<file path="config.mk">
export PLATFORM = sky130hd
export DESIGN_NAME = bus_xbar_rr
export DESIGN_NICKNAME = d
export VERILOG_FILES = /design/src/rtl/bus_xbar_rr.sv
export SDC_FILE = /design/constraint.sdc
export NUM_CORES = 1
export LEC_CHECK = 0
export CAP_MARGIN = 20
export CORE_AREA = 2 2 407 409
export CTS_CLUSTER_SIZE = 20
export DETAILED_ROUTE_END_ITERATION = 16
export DIE_AREA = 0 0 409 411
export PLACE_DENSITY = 0.3
export SETUP_SLACK_MARGIN = 0.2
export SYNTH_ARGS = -nofsm -noshare
export SYNTH_HDL_FRONTEND = slang
export SYNTH_SLANG_ARGS = --single-unit
</file>
<file path="constraint.sdc">
create_clock -name clk_i -period 3.3 [get_ports clk_i]
set_clock_uncertainty 0.2 [all_clocks]
set_input_delay 0.66 -clock clk_i [delete_from_list [all_inputs] [get_ports clk_i]]
set_output_delay 0.66 -clock clk_i [all_outputs]
set_load 0.01 [all_outputs]
</file>
<file path="src/rtl/bus_xbar_rr.sv">
`default_nettype none
// +--------------------------------------------------------------------------+
// | Module      : bus_xbar_rr                                                |
// | Description : N-host to M-device bus with round-robin arbitration,       |
// |               address decode and in-order response tracking.             |
// | Revision    : 1.0                                                        |
// +--------------------------------------------------------------------------+
module bus_xbar_rr #(
    parameter int NrHosts        = 2,
    parameter int NrDevices      = 5,
    parameter int DataWidth      = 32,
    parameter int AddressWidth   = 32,
    parameter int MaxOutstanding = 4
) (
    input  logic                      clk_i,
    input  logic                      rst_i,

    input  logic [NrHosts-1:0]        host_req_i,
    input  logic [NrHosts-1:0]        host_we_i,
    input  logic [AddressWidth-1:0]   host_addr_i   [NrHosts],
    input  logic [DataWidth/8-1:0]    host_be_i     [NrHosts],
    input  logic [DataWidth-1:0]      host_wdata_i  [NrHosts],
    output logic [NrHosts-1:0]        host_gnt_o,
    output logic [NrHosts-1:0]        host_rvalid_o,
    output logic [NrHosts-1:0]        host_err_o,
    output logic [DataWidth-1:0]      host_rdata_o  [NrHosts],

    output logic [NrDevices-1:0]      device_req_o,
    output logic [NrDevices-1:0]      device_we_o,
    output logic [AddressWidth-1:0]   device_addr_o [NrDevices],
    output logic [DataWidth/8-1:0]    device_be_o   [NrDevices],
    output logic [DataWidth-1:0]      device_wdata_o[NrDevices],
    input  logic [NrDevices-1:0]      device_rvalid_i,
    input  logic [NrDevices-1:0]      device_err_i,
    input  logic [DataWidth-1:0]      device_rdata_i[NrDevices],

    input  logic [AddressWidth-1:0]   cfg_device_addr_base[NrDevices],
    input  logic [AddressWidth-1:0]   cfg_device_addr_mask[NrDevices]
);

    localparam int c_HOST_W = (NrHosts > 1)        ? $clog2(NrHosts)        : 1;
    localparam int c_DEV_W  = (NrDevices > 1)      ? $clog2(NrDevices)      : 1;
    localparam int c_PTR_W  = (MaxOutstanding > 1) ? $clog2(MaxOutstanding) : 1;
    localparam int c_CNT_W  = $clog2(MaxOutstanding) + 1;

    // Arbitration / tracking state
    logic [c_HOST_W-1:0] r_rr;
    logic [c_PTR_W-1:0]  r_wptr;
    logic [c_PTR_W-1:0]  r_rptr;
    logic [c_CNT_W-1:0]  r_count;
    logic                r_full;

    logic [c_HOST_W-1:0] r_fifo_host [MaxOutstanding];
    logic [c_DEV_W-1:0]  r_fifo_dev  [MaxOutstanding];
    logic                r_fifo_err  [MaxOutstanding];

    logic                w_any_req;
    logic [c_HOST_W-1:0] w_win;
    logic [c_HOST_W:0]   w_cand;
    logic                w_grant;
    logic [AddressWidth-1:0] w_addr;
    logic                w_hit;
    logic [c_DEV_W-1:0]  w_dev;

    logic [c_HOST_W-1:0] w_head_host;
    logic [c_DEV_W-1:0]  w_head_dev;
    logic                w_head_err;
    logic                w_empty;
    logic                w_dev_rvalid;
    logic                w_dev_err;
    logic [DataWidth-1:0] w_dev_rdata;
    logic                w_pop;

    logic [c_CNT_W-1:0]  w_count_nxt;
    logic [c_PTR_W-1:0]  w_wptr_nxt;
    logic [c_PTR_W-1:0]  w_rptr_nxt;
    logic [c_HOST_W-1:0] w_rr_nxt;

    // Walk hosts from the largest offset down so the first requester after r_rr wins.
    always_comb begin
        w_any_req = 1'b0;
        w_win     = '0;
        w_cand    = '0;
        for (int i = NrHosts - 1; i >= 0; i--) begin
            w_cand = {1'b0, r_rr} + (c_HOST_W+1)'(i);
            if (w_cand >= (c_HOST_W+1)'(NrHosts)) begin
                w_cand = w_cand - (c_HOST_W+1)'(NrHosts);
            end
            if (host_req_i[w_cand[c_HOST_W-1:0]]) begin
                w_any_req = 1'b1;
                w_win     = w_cand[c_HOST_W-1:0];
            end
        end
    end

    assign w_grant = w_any_req & ~r_full & ~rst_i;
    assign w_addr  = host_addr_i[w_win];

    // Descending scan: the lowest matching device index overrides the rest.
    always_comb begin
        w_hit = 1'b0;
        w_dev = '0;
        for (int d = NrDevices - 1; d >= 0; d--) begin
            if ((w_addr & cfg_device_addr_mask[d]) == cfg_device_addr_base[d]) begin
                w_hit = 1'b1;
                w_dev = c_DEV_W'(d);
            end
        end
    end

    always_comb begin
        host_gnt_o = '0;
        if (w_grant) begin
            host_gnt_o[w_win] = 1'b1;
        end
    end

    genvar gd;
    generate
        for (gd = 0; gd < NrDevices; gd++) begin : g_dev_out
            assign device_req_o[gd]   = w_grant & w_hit & (w_dev == c_DEV_W'(gd));
            assign device_we_o[gd]    = host_we_i[w_win];
            assign device_addr_o[gd]  = w_addr;
            assign device_be_o[gd]    = host_be_i[w_win];
            assign device_wdata_o[gd] = host_wdata_i[w_win];
        end
    endgenerate

    assign w_head_host = r_fifo_host[r_rptr];
    assign w_head_dev  = r_fifo_dev[r_rptr];
    assign w_head_err  = r_fifo_err[r_rptr];
    assign w_empty     = (r_count == '0);

    // Only the device owning the head entry may complete; other rvalids are dropped.
    always_comb begin
        w_dev_rvalid = 1'b0;
        w_dev_err    = 1'b0;
        w_dev_rdata  = '0;
        for (int d = 0; d < NrDevices; d++) begin
            if (w_head_dev == c_DEV_W'(d)) begin
                w_dev_rvalid = device_rvalid_i[d];
                w_dev_err    = device_err_i[d];
                w_dev_rdata  = device_rdata_i[d];
            end
        end
    end

    assign w_pop = ~rst_i & ~w_empty & (w_head_err | w_dev_rvalid);

    always_comb begin
        host_rvalid_o = '0;
        host_err_o    = '0;
        for (int h = 0; h < NrHosts; h++) begin
            host_rdata_o[h] = '0;
        end
        if (w_pop) begin
            host_rvalid_o[w_head_host] = 1'b1;
            host_err_o[w_head_host]    = w_head_err | w_dev_err;
            host_rdata_o[w_head_host]  = w_head_err ? '0 : w_dev_rdata;
        end
    end

    assign w_count_nxt = r_count + {{(c_CNT_W-1){1'b0}}, w_grant}
                                 - {{(c_CNT_W-1){1'b0}}, w_pop};
    assign w_wptr_nxt  = (r_wptr == c_PTR_W'(MaxOutstanding - 1)) ? '0 : r_wptr + c_PTR_W'(1);
    assign w_rptr_nxt  = (r_rptr == c_PTR_W'(MaxOutstanding - 1)) ? '0 : r_rptr + c_PTR_W'(1);
    assign w_rr_nxt    = (w_win == c_HOST_W'(NrHosts - 1)) ? '0 : w_win + c_HOST_W'(1);

    always_ff @(posedge clk_i) begin
        if (rst_i) begin
            r_rr    <= '0;
            r_wptr  <= '0;
            r_rptr  <= '0;
            r_count <= '0;
            r_full  <= 1'b0;
        end else begin
            if (w_grant) begin
                r_wptr <= w_wptr_nxt;
                r_rr   <= w_rr_nxt;
            end
            if (w_pop) begin
                r_rptr <= w_rptr_nxt;
            end
            r_count <= w_count_nxt;
            // Registered so a pop while full cannot open a grant in the same cycle.
            r_full  <= (w_count_nxt == c_CNT_W'(MaxOutstanding));
        end
    end

    always_ff @(posedge clk_i) begin
        if (w_grant) begin
            r_fifo_host[r_wptr] <= w_win;
            r_fifo_dev[r_wptr]  <= w_dev;
            r_fifo_err[r_wptr]  <= ~w_hit;
        end
    end

endmodule
`default_nettype wire

</file>
==> impl_metrics.py <==
metrics = {
    "status": {
        "status": "finished, violations left",
        "violations": "negative setup slack",
    },
    "synth": {
        "synth-seq-cells": 31,
        "ys_types": 54,
        "seq_area_frac_synth": 0.07191,
        "ys.flop_type": "edfxtp_1",
        "async_flop_share": 0,
        "synth_edf_count": 20,
        "synth_cells": 1671,
        "syn_area_per_cell_sq_um": 6.831,
        "syn_nets": 2311,
        "yosys_warnings": 0,
        "synth.cell_area_sq_um": 11410,
    },
    "grt": {
        "grt_pass1_wl_mm": 160.5,
        "antenna_found_initial": 62,
        "grt_util_all_layers": 0.1381,
        "grt_overflow": 0,
        "grt_max_degree": 38,
        "grt_pass1_vias": 17818,
    },
    "timing": {
        "drv_slew": 0,
        "finalHoldViolCount": 0,
        "rsz0062_at_grt": "true",
        "max_freq_mhz": 216.5,
        "max_slew_margin": 0.6764,
        "setup_violations": 300,
        "worstMarginPinSlew_ns": 0.4787,
        "min_period_ns": 4.618,
        "fin_ws_ns": -1.318,
        "timing.final.crit_share": 1.400,
    },
    "finish": {
        "final_layout_size_suffix_gt1_frac": 0.4027,
        "nNetsFinal": 3532,
        "final_common_cell": "clkdlybuf4s50_1",
        "n_fill_cell": 18340,
        "area_growth_pct": 162.4,
        "mostFrequentLayoutCells": "clkdlybuf4s50_1, buf_4, buf_6, nand4_1, a21oi_1",
        "final_area_sq_um": 29950,
    },
    "worst_setup_path": {
        "rr_endpoint": "r_fifo_dev[0][2]$_DFFE_PP_",
        "critPathCaptureType": "primary output",
        "r2r_slack_ns": -0.69,
        "slowest_delay_ns": 0.64,
        "rr_worst_depth": 17,
        "path_max_fanout": 11,
        "critPathArrivalTime_ns": 3.76,
        "crit_type": "in -> out",
        "crit_chain": "buf_12 -> buf_8 -> and2b_4 -> buf_12 -> buf_4 -> o211ai_1 -> a21oi_1 -> nor4b_4 -> buf_4 -> nand4_1 -> or4_4 -> nand2b_4 -> nor3_4 -> buf_6",
        "cp-startpoint": "host_req_i[0]",
        "critPathLaunchType": "primary input",
        "cp_slowest_cell": "or4_4",
        "required_ns": 2.44,
        "r2r-start": "r_rr$_SDFFE_PP0P_",
    },
    "floorplan": {
        "io_pins": 1052,
        "rows": 149,
        "fp.dieW_um": 409,
        "die_area_sq_um": 168100,
        "coreArea_sq_um": 163900,
        "die_y_um": 411,
        "initial_core_util": 0.06966,
    },
    "cts": {
        "cts-root-buf": "clkbuf_16",
        "ctsHoldBuffers": 0,
        "cts_sinks": 31,
        "clk_pin_slew_worst_paths_ns": 0.05,
        "cts_buffers": 5,
        "cts_tree": "yes",
        "clk_path_buf_depth": 2,
        "clkLatencyLatePin_ns": 0.27,
        "htree_levels": 2,
    },
    "power_and_ir_drop": {
        "cellPowerDensity_nw_per_um2": 319.8,
        "power_mw": 9.579,
        "ir_worst_vdd_uv": 275.4,
        "leakage_nw": 12.19,
    },
    "placement": {
        "placed_cell_area_sq_um": 25550,
        "io_buffers": 1051,
        "routabilityCongestion": 0.8383,
        "dp_hpwl_mm": 108.6,
    },
    "min_path": {
        "hp-start": "r_rptr[1]$_SDFFE_PP0P_",
        "whs_path_depth": 2,
        "min_path_type": "reg -> reg",
    },
    "detailed_routing": {
        "viasPerCell": 3.566,
        "via_count": 18146,
        "drtPass1Iterations": 5,
        "drtIter0Drc": 979,
        "ant_nets": 0,
        "drc_errors": 0,
        "wl_per_cell_um": 25.08,
        "totalWireLength_mm": 127.6,
    },
    "run": {
        "maxCapViolations": 0,
    },
}
[cell families (layout without fill, tap and decap cells)]
group           count (synthesis)  after routing  synth area share
flops                          31             31           0.07191
other cells                     0              7                 0
compound gates                422            422            0.2517
buf+inv                       427           1648            0.2495
fa+ha+maj                       8              8          0.009426
xor+xnor                       34             34           0.02609
mux                            42             43           0.04143
simple gates                  707            707            0.3500
[cell type report]
class / count / area (sq um) / area share
timing repair buffer: 1608 / 16310 / 0.5445
sequential: 31 / 823.3 / 0.02749
inverter: 32 / 132.6 / 0.004428
clock buffer: 6 / 138.9 / 0.004637
tap: 2189 / 2739 / 0.09144
multi-input combinational: 1214 / 9779 / 0.3265
antenna: 7 / 17.52 / 0.0005848
clock inverter: 2 / 11.26 / 0.0003760
[state kept, by name, indices dropped and copies added (netlist names), named ones only]
signal       cells
r_wptr           2
r_count          3
r_fifo_host      4
r_full           1
r_rptr           2
r_fifo_err       4
r_rr             1
r_fifo_dev      12
[report_power, final]
group / internal (mW) / switching, mW
combinational: 4.55 / 4.03
clock: 0.297 / 0.162
sequential: 0.485 / 0.0504
[how the worst max path moves through the flow]
stage	end	slack, ns	depth (start not counted)
floorplan	device_req_o[2]	-0.15	11
global placement	device_req_o[1]	-2.59	14
detailed placement	device_req_o[1]	-2.57	14
CTS	device_req_o[3]	-1.30	14
global route	device_req_o[4]	-1.38	15
finish	device_req_o[3]	-1.32	14
[what timing repair did]
item	CTS	global route
gates cloned	6	11
pin swaps	64	115
endpoints found under the setup margin	441	433
gates resized for setup	1210	586
setup buffers	65	93
[synthesized netlist by cell type (4+ instances only)]
| master | n | area share |
|---|---|---|
| a21boi_0 | 30 | 0.020 |
| nand3_1 | 53 | 0.023 |
| nor4b_2 | 7 | 0.0092 |
| mux4_2 | 4 | 0.0079 |
| a21oi_1 | 130 | 0.057 |
| a311oi_1 | 24 | 0.018 |
| edfxtp_1 | 20 | 0.053 |
| nor4b_1 | 45 | 0.035 |
| and3_1 | 118 | 0.065 |
| nor3_1 | 39 | 0.017 |
| ha_1 | 7 | 0.0077 |
| o21ai_1 | 11 | 0.0048 |
| o211ai_2 | 12 | 0.013 |
| o21ai_0 | 56 | 0.025 |
| or2_2 | 32 | 0.018 |
| a221oi_1 | 33 | 0.025 |
| clkbuf_1 | 37 | 0.012 |
| buf_6 | 15 | 0.015 |
| and2_1 | 38 | 0.021 |
| nor2_1 | 41 | 0.013 |
| buf_4 | 285 | 0.19 |
| dfxtp_1 | 11 | 0.019 |
| mux2i_1 | 36 | 0.032 |
| nor4_1 | 16 | 0.0088 |
| or4_4 | 4 | 0.0039 |
| nand4_1 | 128 | 0.070 |
| nor2b_1 | 4 | 0.0022 |
| o211a_1 | 24 | 0.021 |
| xor2_1 | 32 | 0.025 |
| nand2_1 | 172 | 0.057 |
| o211ai_1 | 92 | 0.061 |
| buf_1 | 8 | 0.0026 |
| inv_1 | 29 | 0.0095 |
| buf_2 | 50 | 0.022 |
[critical path: cells and delay by family]
family | cells | cell delay [ns]
and+or+nand+nor | 6 | 1.84
buffers and inverters | 6 | 0.89
AOI/OAI and AO/OA | 2 | 0.34
[through the flow]
stage | cells | utilization | setup TNS, ns | setup slack (ns) | hold WS (ns)
after detailed placement | 4899 | 0.1559 | -418.19 | -2.565 | 0.3134
after global placement | 4899 | 0.1559 | -417.19 | -2.590 | 0.3113
after CTS | 4978 | 0.1691 | -98.06 | -1.301 | 0.3192
after floorplan | 1671 | - | -0.6535 | -0.1470 | 0.2762
final | 5089 | 0.1828 | -70.89 | -1.318 | 0.3182
after global routing | 5084 | 0.1827 | -94.14 | -1.384 | 0.3594
[routing by layer]
metal	GRT usage	share of wire	vias up
met5	0	0.0023	-
met4	0.009289	0.017	50
met3	0.03135	0.059	141
met2	0.2495	0.51	762
met1	0.1724	0.42	8718
li1	-	-	8475
No activity file was read; power rests on OpenSTA's default activity.
